<file path="src/rtl/sid_pkg.sv">
// Shared SID voice constants and the voice index type.
package sid_pkg;

  localparam int unsigned NUM_VOICES_DEF = 3;
  localparam int unsigned ENV_W_DEF      = 8;
  localparam int unsigned WAVE_W_DEF     = 12;
  localparam int unsigned WAVE_MID       = 2048;
  localparam int unsigned VOICE_IDX_W    = $clog2(NUM_VOICES_DEF);

  typedef logic [VOICE_IDX_W-1:0] voice_idx_t;

endpackage

</file>
<file path="src/rtl/am_mult_pipe.sv">
// Amplitude-modulation datapath: registered signed product (stage 1), then a
// combinational shift/offset (stage 2) that the caller registers into its output.
module am_mult_pipe
  import sid_pkg::*;
#(
  parameter int unsigned ENV_W  = ENV_W_DEF,
  parameter int unsigned WAVE_W = WAVE_W_DEF,
  parameter int unsigned TAG_W  = $bits(voice_idx_t)
) (
  input  logic              clk,
  input  logic              reset,
  input  logic              in_valid,
  input  logic [TAG_W-1:0]  in_tag,
  input  logic [ENV_W-1:0]  in_env,
  input  logic [WAVE_W-1:0] in_wave,
  output logic              res_valid,
  output logic [TAG_W-1:0]  res_tag,
  output logic [WAVE_W-1:0] res_wave
);

  localparam int unsigned PROD_W = WAVE_W + ENV_W;
  localparam logic [WAVE_W-1:0] MID_CODE = {1'b1, {(WAVE_W-1){1'b0}}};

  logic signed [PROD_W-1:0] wave_x, env_x, prod_d, prod_q;
  logic                     s1_valid_q;
  logic [TAG_W-1:0]         s1_tag_q;

  always_comb begin
    // Offset-binary minus mid-scale is just an MSB flip, then sign-extend.
    wave_x = {{ENV_W{~in_wave[WAVE_W-1]}}, ~in_wave[WAVE_W-1], in_wave[WAVE_W-2:0]};
    env_x  = {{WAVE_W{1'b0}}, in_env};
    prod_d = wave_x * env_x;
  end

  always_ff @(posedge clk) begin
    if (reset) begin
      s1_valid_q <= 1'b0;
    end else begin
      s1_valid_q <= in_valid;
    end
  end

  always_ff @(posedge clk) begin
    if (in_valid) begin
      prod_q   <= prod_d;
      s1_tag_q <= in_tag;
    end
  end

  assign res_valid = s1_valid_q;
  assign res_tag   = s1_tag_q;
  assign res_wave  = WAVE_W'(prod_q >>> ENV_W) + MID_CODE;

endmodule

</file>
<file path="src/rtl/voice_am_scheduler.sv">
// Shares one AM multiplier between SID voices with round-robin grant of pending samples.
// Optional per-voice muting is built when AM_SCHED_MUTE_EN is defined.
module voice_am_scheduler
  import sid_pkg::*;
#(
  parameter int unsigned NUM_VOICES = NUM_VOICES_DEF,
  parameter int unsigned ENV_W      = ENV_W_DEF,
  parameter int unsigned WAVE_W     = WAVE_W_DEF
) (
  input  logic                         clk,
  input  logic                         reset,
  input  logic [NUM_VOICES-1:0]        sample_req,
  input  logic [NUM_VOICES*ENV_W-1:0]  envelope_in,
  input  logic [NUM_VOICES*WAVE_W-1:0] wave_in,
`ifdef AM_SCHED_MUTE_EN
  input  logic [NUM_VOICES-1:0]        mute,
`endif
  output logic [NUM_VOICES*WAVE_W-1:0] wave_out,
  output logic [NUM_VOICES-1:0]        out_valid,
  output logic [NUM_VOICES-1:0]        overrun,
  input  logic                         overrun_clr,
  output logic                         busy
);

  localparam int unsigned IDX_W = (NUM_VOICES > 1) ? $clog2(NUM_VOICES) : 1;
  localparam logic [WAVE_W-1:0] MID_CODE = {1'b1, {(WAVE_W-1){1'b0}}};

  logic [ENV_W-1:0]  env_q  [NUM_VOICES];
  logic [WAVE_W-1:0] wave_q [NUM_VOICES];
  logic [NUM_VOICES-1:0] pending_q, pending_d, overrun_q, overrun_d, grant_oh;
  logic [IDX_W-1:0]      last_q, grant_idx;
  logic                  grant_vld;
  logic [ENV_W-1:0]      grant_env;

  // Search starts one past the last granted voice and wraps.
  always_comb begin
    int cand;
    cand      = 0;
    grant_vld = 1'b0;
    grant_idx = '0;
    for (int i = 1; i <= int'(NUM_VOICES); i++) begin
      cand = (int'(last_q) + i) % int'(NUM_VOICES);
      if (!grant_vld && pending_q[cand]) begin
        grant_vld = 1'b1;
        grant_idx = IDX_W'(cand);
      end
    end
    grant_oh = NUM_VOICES'(grant_vld) << grant_idx;
  end

  // A request on the voice being granted refills the slot without an overrun.
  always_comb begin
    pending_d = sample_req | (pending_q & ~grant_oh);
    overrun_d = (sample_req & pending_q & ~grant_oh) | (overrun_clr ? '0 : overrun_q);
  end

  always_ff @(posedge clk) begin
    if (reset) begin
      pending_q <= '0;
      overrun_q <= '0;
      last_q    <= IDX_W'(NUM_VOICES - 1);
    end else begin
      pending_q <= pending_d;
      overrun_q <= overrun_d;
      if (grant_vld) last_q <= grant_idx;
    end
  end

  always_ff @(posedge clk) begin
    for (int v = 0; v < int'(NUM_VOICES); v++) begin
      if (sample_req[v]) begin
        env_q[v]  <= envelope_in[v*ENV_W +: ENV_W];
        wave_q[v] <= wave_in[v*WAVE_W +: WAVE_W];
      end
    end
  end

`ifdef AM_SCHED_MUTE_EN
  assign grant_env = mute[grant_idx] ? '0 : env_q[grant_idx];
`else
  assign grant_env = env_q[grant_idx];
`endif

  logic              res_vld;
  logic [IDX_W-1:0]  res_tag;
  logic [WAVE_W-1:0] res_wave;

  am_mult_pipe #(
    .ENV_W  (ENV_W),
    .WAVE_W (WAVE_W),
    .TAG_W  (IDX_W)
  ) u_mult (
    .clk       (clk),
    .reset     (reset),
    .in_valid  (grant_vld),
    .in_tag    (grant_idx),
    .in_env    (grant_env),
    .in_wave   (wave_q[grant_idx]),
    .res_valid (res_vld),
    .res_tag   (res_tag),
    .res_wave  (res_wave)
  );

  logic [NUM_VOICES*WAVE_W-1:0] wave_out_q, wave_out_d;
  logic [NUM_VOICES-1:0]        out_valid_q, out_valid_d;

  always_comb begin
    wave_out_d  = wave_out_q;
    out_valid_d = '0;
    if (res_vld) begin
      out_valid_d = NUM_VOICES'(1) << res_tag;
      wave_out_d[int'(res_tag)*WAVE_W +: WAVE_W] = res_wave;
    end
  end

  always_ff @(posedge clk) begin
    if (reset) begin
      wave_out_q  <= {NUM_VOICES{MID_CODE}};
      out_valid_q <= '0;
    end else begin
      wave_out_q  <= wave_out_d;
      out_valid_q <= out_valid_d;
    end
  end

  assign wave_out  = wave_out_q;
  assign out_valid = out_valid_q;
  assign overrun   = overrun_q;
  assign busy      = (|pending_q) | res_vld | (|out_valid_q);

endmodule
</file>
<file path="config.mk">
export PLATFORM = sky130hd
export DESIGN_NAME = voice_am_scheduler
export DESIGN_NICKNAME = d
export VERILOG_FILES = /design/src/rtl/sid_pkg.sv /design/src/rtl/am_mult_pipe.sv /design/src/rtl/voice_am_scheduler.sv
export SDC_FILE = /design/constraint.sdc
export NUM_CORES = 1
export LEC_CHECK = 0
export CAP_MARGIN = 20
export CORE_AREA = 2 2 134 136
export CTS_CLUSTER_DIAMETER = 120
export DETAILED_ROUTE_END_ITERATION = 16
export DIE_AREA = 0 0 136 138
export GPL_ROUTABILITY_DRIVEN = 0
export PLACE_DENSITY = 0.86
export SLEW_MARGIN = 20
export SYNTH_ARGS = -nofsm -noshare
export SYNTH_HDL_FRONTEND = slang
export SYNTH_HIERARCHICAL = 1
export SYNTH_SLANG_ARGS = --single-unit
</file>
<file path="constraint.sdc">
create_clock -name clk -period 6.5 [get_ports clk]
set_input_delay 0.65 -clock clk [delete_from_list [all_inputs] [get_ports clk]]
set_output_delay 0.65 -clock clk [all_outputs]
set_load 0.03 [all_outputs]
</file>
==> summary.md <==
| Metric | Value |
|---|---|
| YS warnings | 6 |
| Worst Setup End Kind | flip-flop |
| Synth async-reset ratio | 0 |
| Hold WC Path Type | flip-flop to flip-flop |
| First-pass DRT Iterations | 5 |
| Post-layout nets | around 1200 |
| Fin. Hold Viols | 0 |
| H-tree depth | 4 |
| Req. time, crit path | 6.67 ns |
| Hold WS | 0.454 ns |
| Status | finished, final reports clean |
| Vias per cell | 5.71 |
| Core ar. | between 15000 and 20000 um2 |
| Top_reg_cell synth | edfxtp_1 |
| Post-DP HPWL | 16.1 mm |
| CTS tree | done |
| Clk_skew | between 0.01 and 0.015 ns |
| Clock Root Buffer | clkbuf_16 |
| Clock transition at the registers of the reported paths | 0.06 ns |
| Critical path launch point type | flip-flop |
| Vias in the first global route | 7511 |
| Crit path time final | 6.33 ns |
| Max frequency | between 0.15 and 0.2 GHz |
| CTS Sinks | 122 |
| Number of synthesized flops with an enable pin | 74 |
| Antenna viol nets, final | 0 |
| FP Rows | 49 |
| Max-Cap Viols | 0 |
| Layout cells sized above 1 | 0.129 |
| DIE AREA | 18800 um2 |
| Slew @ Worst Pin | approximately 1.1 ns |
| Clk_lat worst skew | 0.43 ns |
| CP max FO | 8 |
| Rel. slew slack | 0.294 |
| Finished Core Util | 0.636 |
| WP data arrival | roughly 6.5 ns |
| Seq cells post-synth | 122 |
| Post-synth net total | 1083 |
| Final wirelength | 22.3 mm |
| Max incr delay on CP | around 0.52 ns |
| Number of DRC markers in iteration 0 | 640 |
| WS Path Type | flip-flop to flip-flop |
| Layout area overhead | 25.2% |
| Global-route wire length before repair | ~36 mm |
| Initial antenna violation count | 0 |
| CTS buffer count | 17 |
| Die Ht | around 140 um |
| Pins Over Slew Limit | 0 |
| Crit-path cells | inv_1, ha_1, nor2b_1, o21ai_2, o211a_4, buf_4, o21ai_0, a31oi_1, nand2_1, fa_1, inv_1, fa_1, inv_1, fa_1, inv_1, fa_1, ha_1, a211o_1, a21oi_4, o31ai_4, buf_4, o41ai_2, xnor2_1 |
| Cells after synthesis | 899 |
| Initial Utilization | 0.508 |
| Yosys cell types | 71 |
| Total grt overflow | 0 |
| Pin count of the biggest net entering global routing | 45 |
| Die Span X | 136 um |
| Mapped cell area | 8910 um2 |
| Sequential area share after synthesis | 0.357 |
| WL/cell | 17.6 um |
| I/O pin count | 109 |
| Critical path's slowest cell | fa_1 |
| # setup viols final | 0 |
| DRC | 0 |
| Period utilization | 0.974 |
| Gr usage total | 0.242 |
| Average size of a mapped cell | just under 10 um2 |
| ANT cells | 0 |
| PortBufs | approximately 110 |
| CTS max path bufs | 2 |
| Via count | approximately 7200 |
per-stage QoR:
stage | TNS, ns | area [um2] | setup slack, ns | cells
3_5_place_dp | -0.0389 | 10300 | -0.0389 | 1225
6_report | 0 | 11200 | 0.167 | 1264
2_1_floorplan | 0 | 8910 | 0.0521 | 899
3_3_place_gp | 0 | 10300 | 0.0774 | 1224
4_1_cts | 0 | 11000 | 0.0224 | 1260
5_1_grt | -0.0269 | 11200 | -0.0117 | 1264
layer usage:
metal	routed length (um)	GRT usage	vias up
met5	0	0	-
met1	8540	0.282	3492
met4	920	0.110	0
met3	1360	0.0543	79
met2	11400	0.421	353
li1	-	-	3296
registers in the layout, summed over array words and instances (netlist names):
signal	cells
last_q	2
u_mult/res_tag	2
pending_q	3
wave_q	36
env_q	24
u_mult/res_valid	1
wave_out	36
overrun	3
u_mult/prod_q	12
out_valid	3
final cells by class:
type,count,area [um2]
Clock inverter,14,171
Tap cell,229,287
Timing Repair Buffer,160,1490
Inverter,117,439
Sequential cell,122,3180
Clock buffer,18,429
Fill cell,1359,6380
Multi-Input combinational cell,604,5160
synthesized netlist by cell type, types with 5 or more instances:
cell	instances	area (um2)
edfxtp_1	74	2220
inv_1	116	435
a31oi_1	21	131
nand2b_1	8	50.1
o21ai_0	31	155
nor2b_1	9	56.3
nor2_1	63	236
clkbuf_1	25	93.8
a21oi_1	29	145
a22oi_1	32	240
ha_1	43	538
fa_1	75	1500
buf_2	11	55.1
nor3_1	5	25.0
dfxtp_1	48	961
nand3b_1	6	45.0
buf_4	15	113
and3_1	10	62.6
xnor2_1	7	61.3
nand2_1	78	293
a22o_1	5	43.8
a21o_1	9	67.6
and2_1	50	313
o22ai_1	5	31.3
nand3_1	33	165
o21a_1	6	45.0
cells by family after synthesis:
kind of cell / synth area share
compound gates: 0.146
xor+xnor: 0.0157
fa+ha+maj: 0.229
buf+inv: 0.0847
flops: 0.357
mux: 0.0110
simple gates: 0.156
final timing paths:
check | start | slack (ns) | end | depth (start not counted)
max | last_q[1] | 0.17 | u_mult/prod_q[18] | 23
min | overrun[2] | 0.45 | overrun[2] | 2
max reg2reg | last_q[1] | 0.17 | u_mult/prod_q[18] | 23
min reg2reg | overrun[2] | 0.45 | overrun[2] | 2
cells in the final DEF (no fill, tap or decap), drive strengths merged, types with 4 or more instances in the layout:
master / n
a21oi: 32
nand2: 78
and4: 4
nand2b: 8
o21a: 6
o22ai: 6
o2111ai: 4
a22o: 5
a22oi: 32
fa: 75
edfxtp: 74
o21ai: 33
nand3: 33
o211ai: 4
nand3b: 6
xnor2: 8
mux2: 4
a21bo: 4
nor2: 64
clkinv: 5
mux2i: 4
clkdlybuf4s50: 108
a21o: 9
o211a: 4
nor3: 5
inv: 119
or2: 4
buf: 52
and2: 51
nor2b: 9
and3: 10
ha: 43
clkinvlp: 4
clkbuf: 18
a211oi: 4
dfxtp: 48
a31oi: 21
worst max-delay path, delay by kind of cell (launching register included):
family | cells | cell delay [ns]
DFF | 1 | 0.42
AOI/OAI and AO/OA | 8 | 1.96
buffers and inverters | 6 | 0.61
adders and majority gates | 6 | 2.66
xor gates and xnor gates | 1 | 0.11
and+or+nand+nor | 2 | 0.33
repair_timing:
action,CTS,global route
gates resized for setup,10,29
hold buffers,0,0
endpoints found under the hold margin,0,0
endpoints found under the setup margin,4,10
pin swaps,2,6
setup buffers,2,3
cloned,1,1
Power is not shown: default switching activity piles up to over one toggle a cycle in this logic, so the estimate is an artifact.
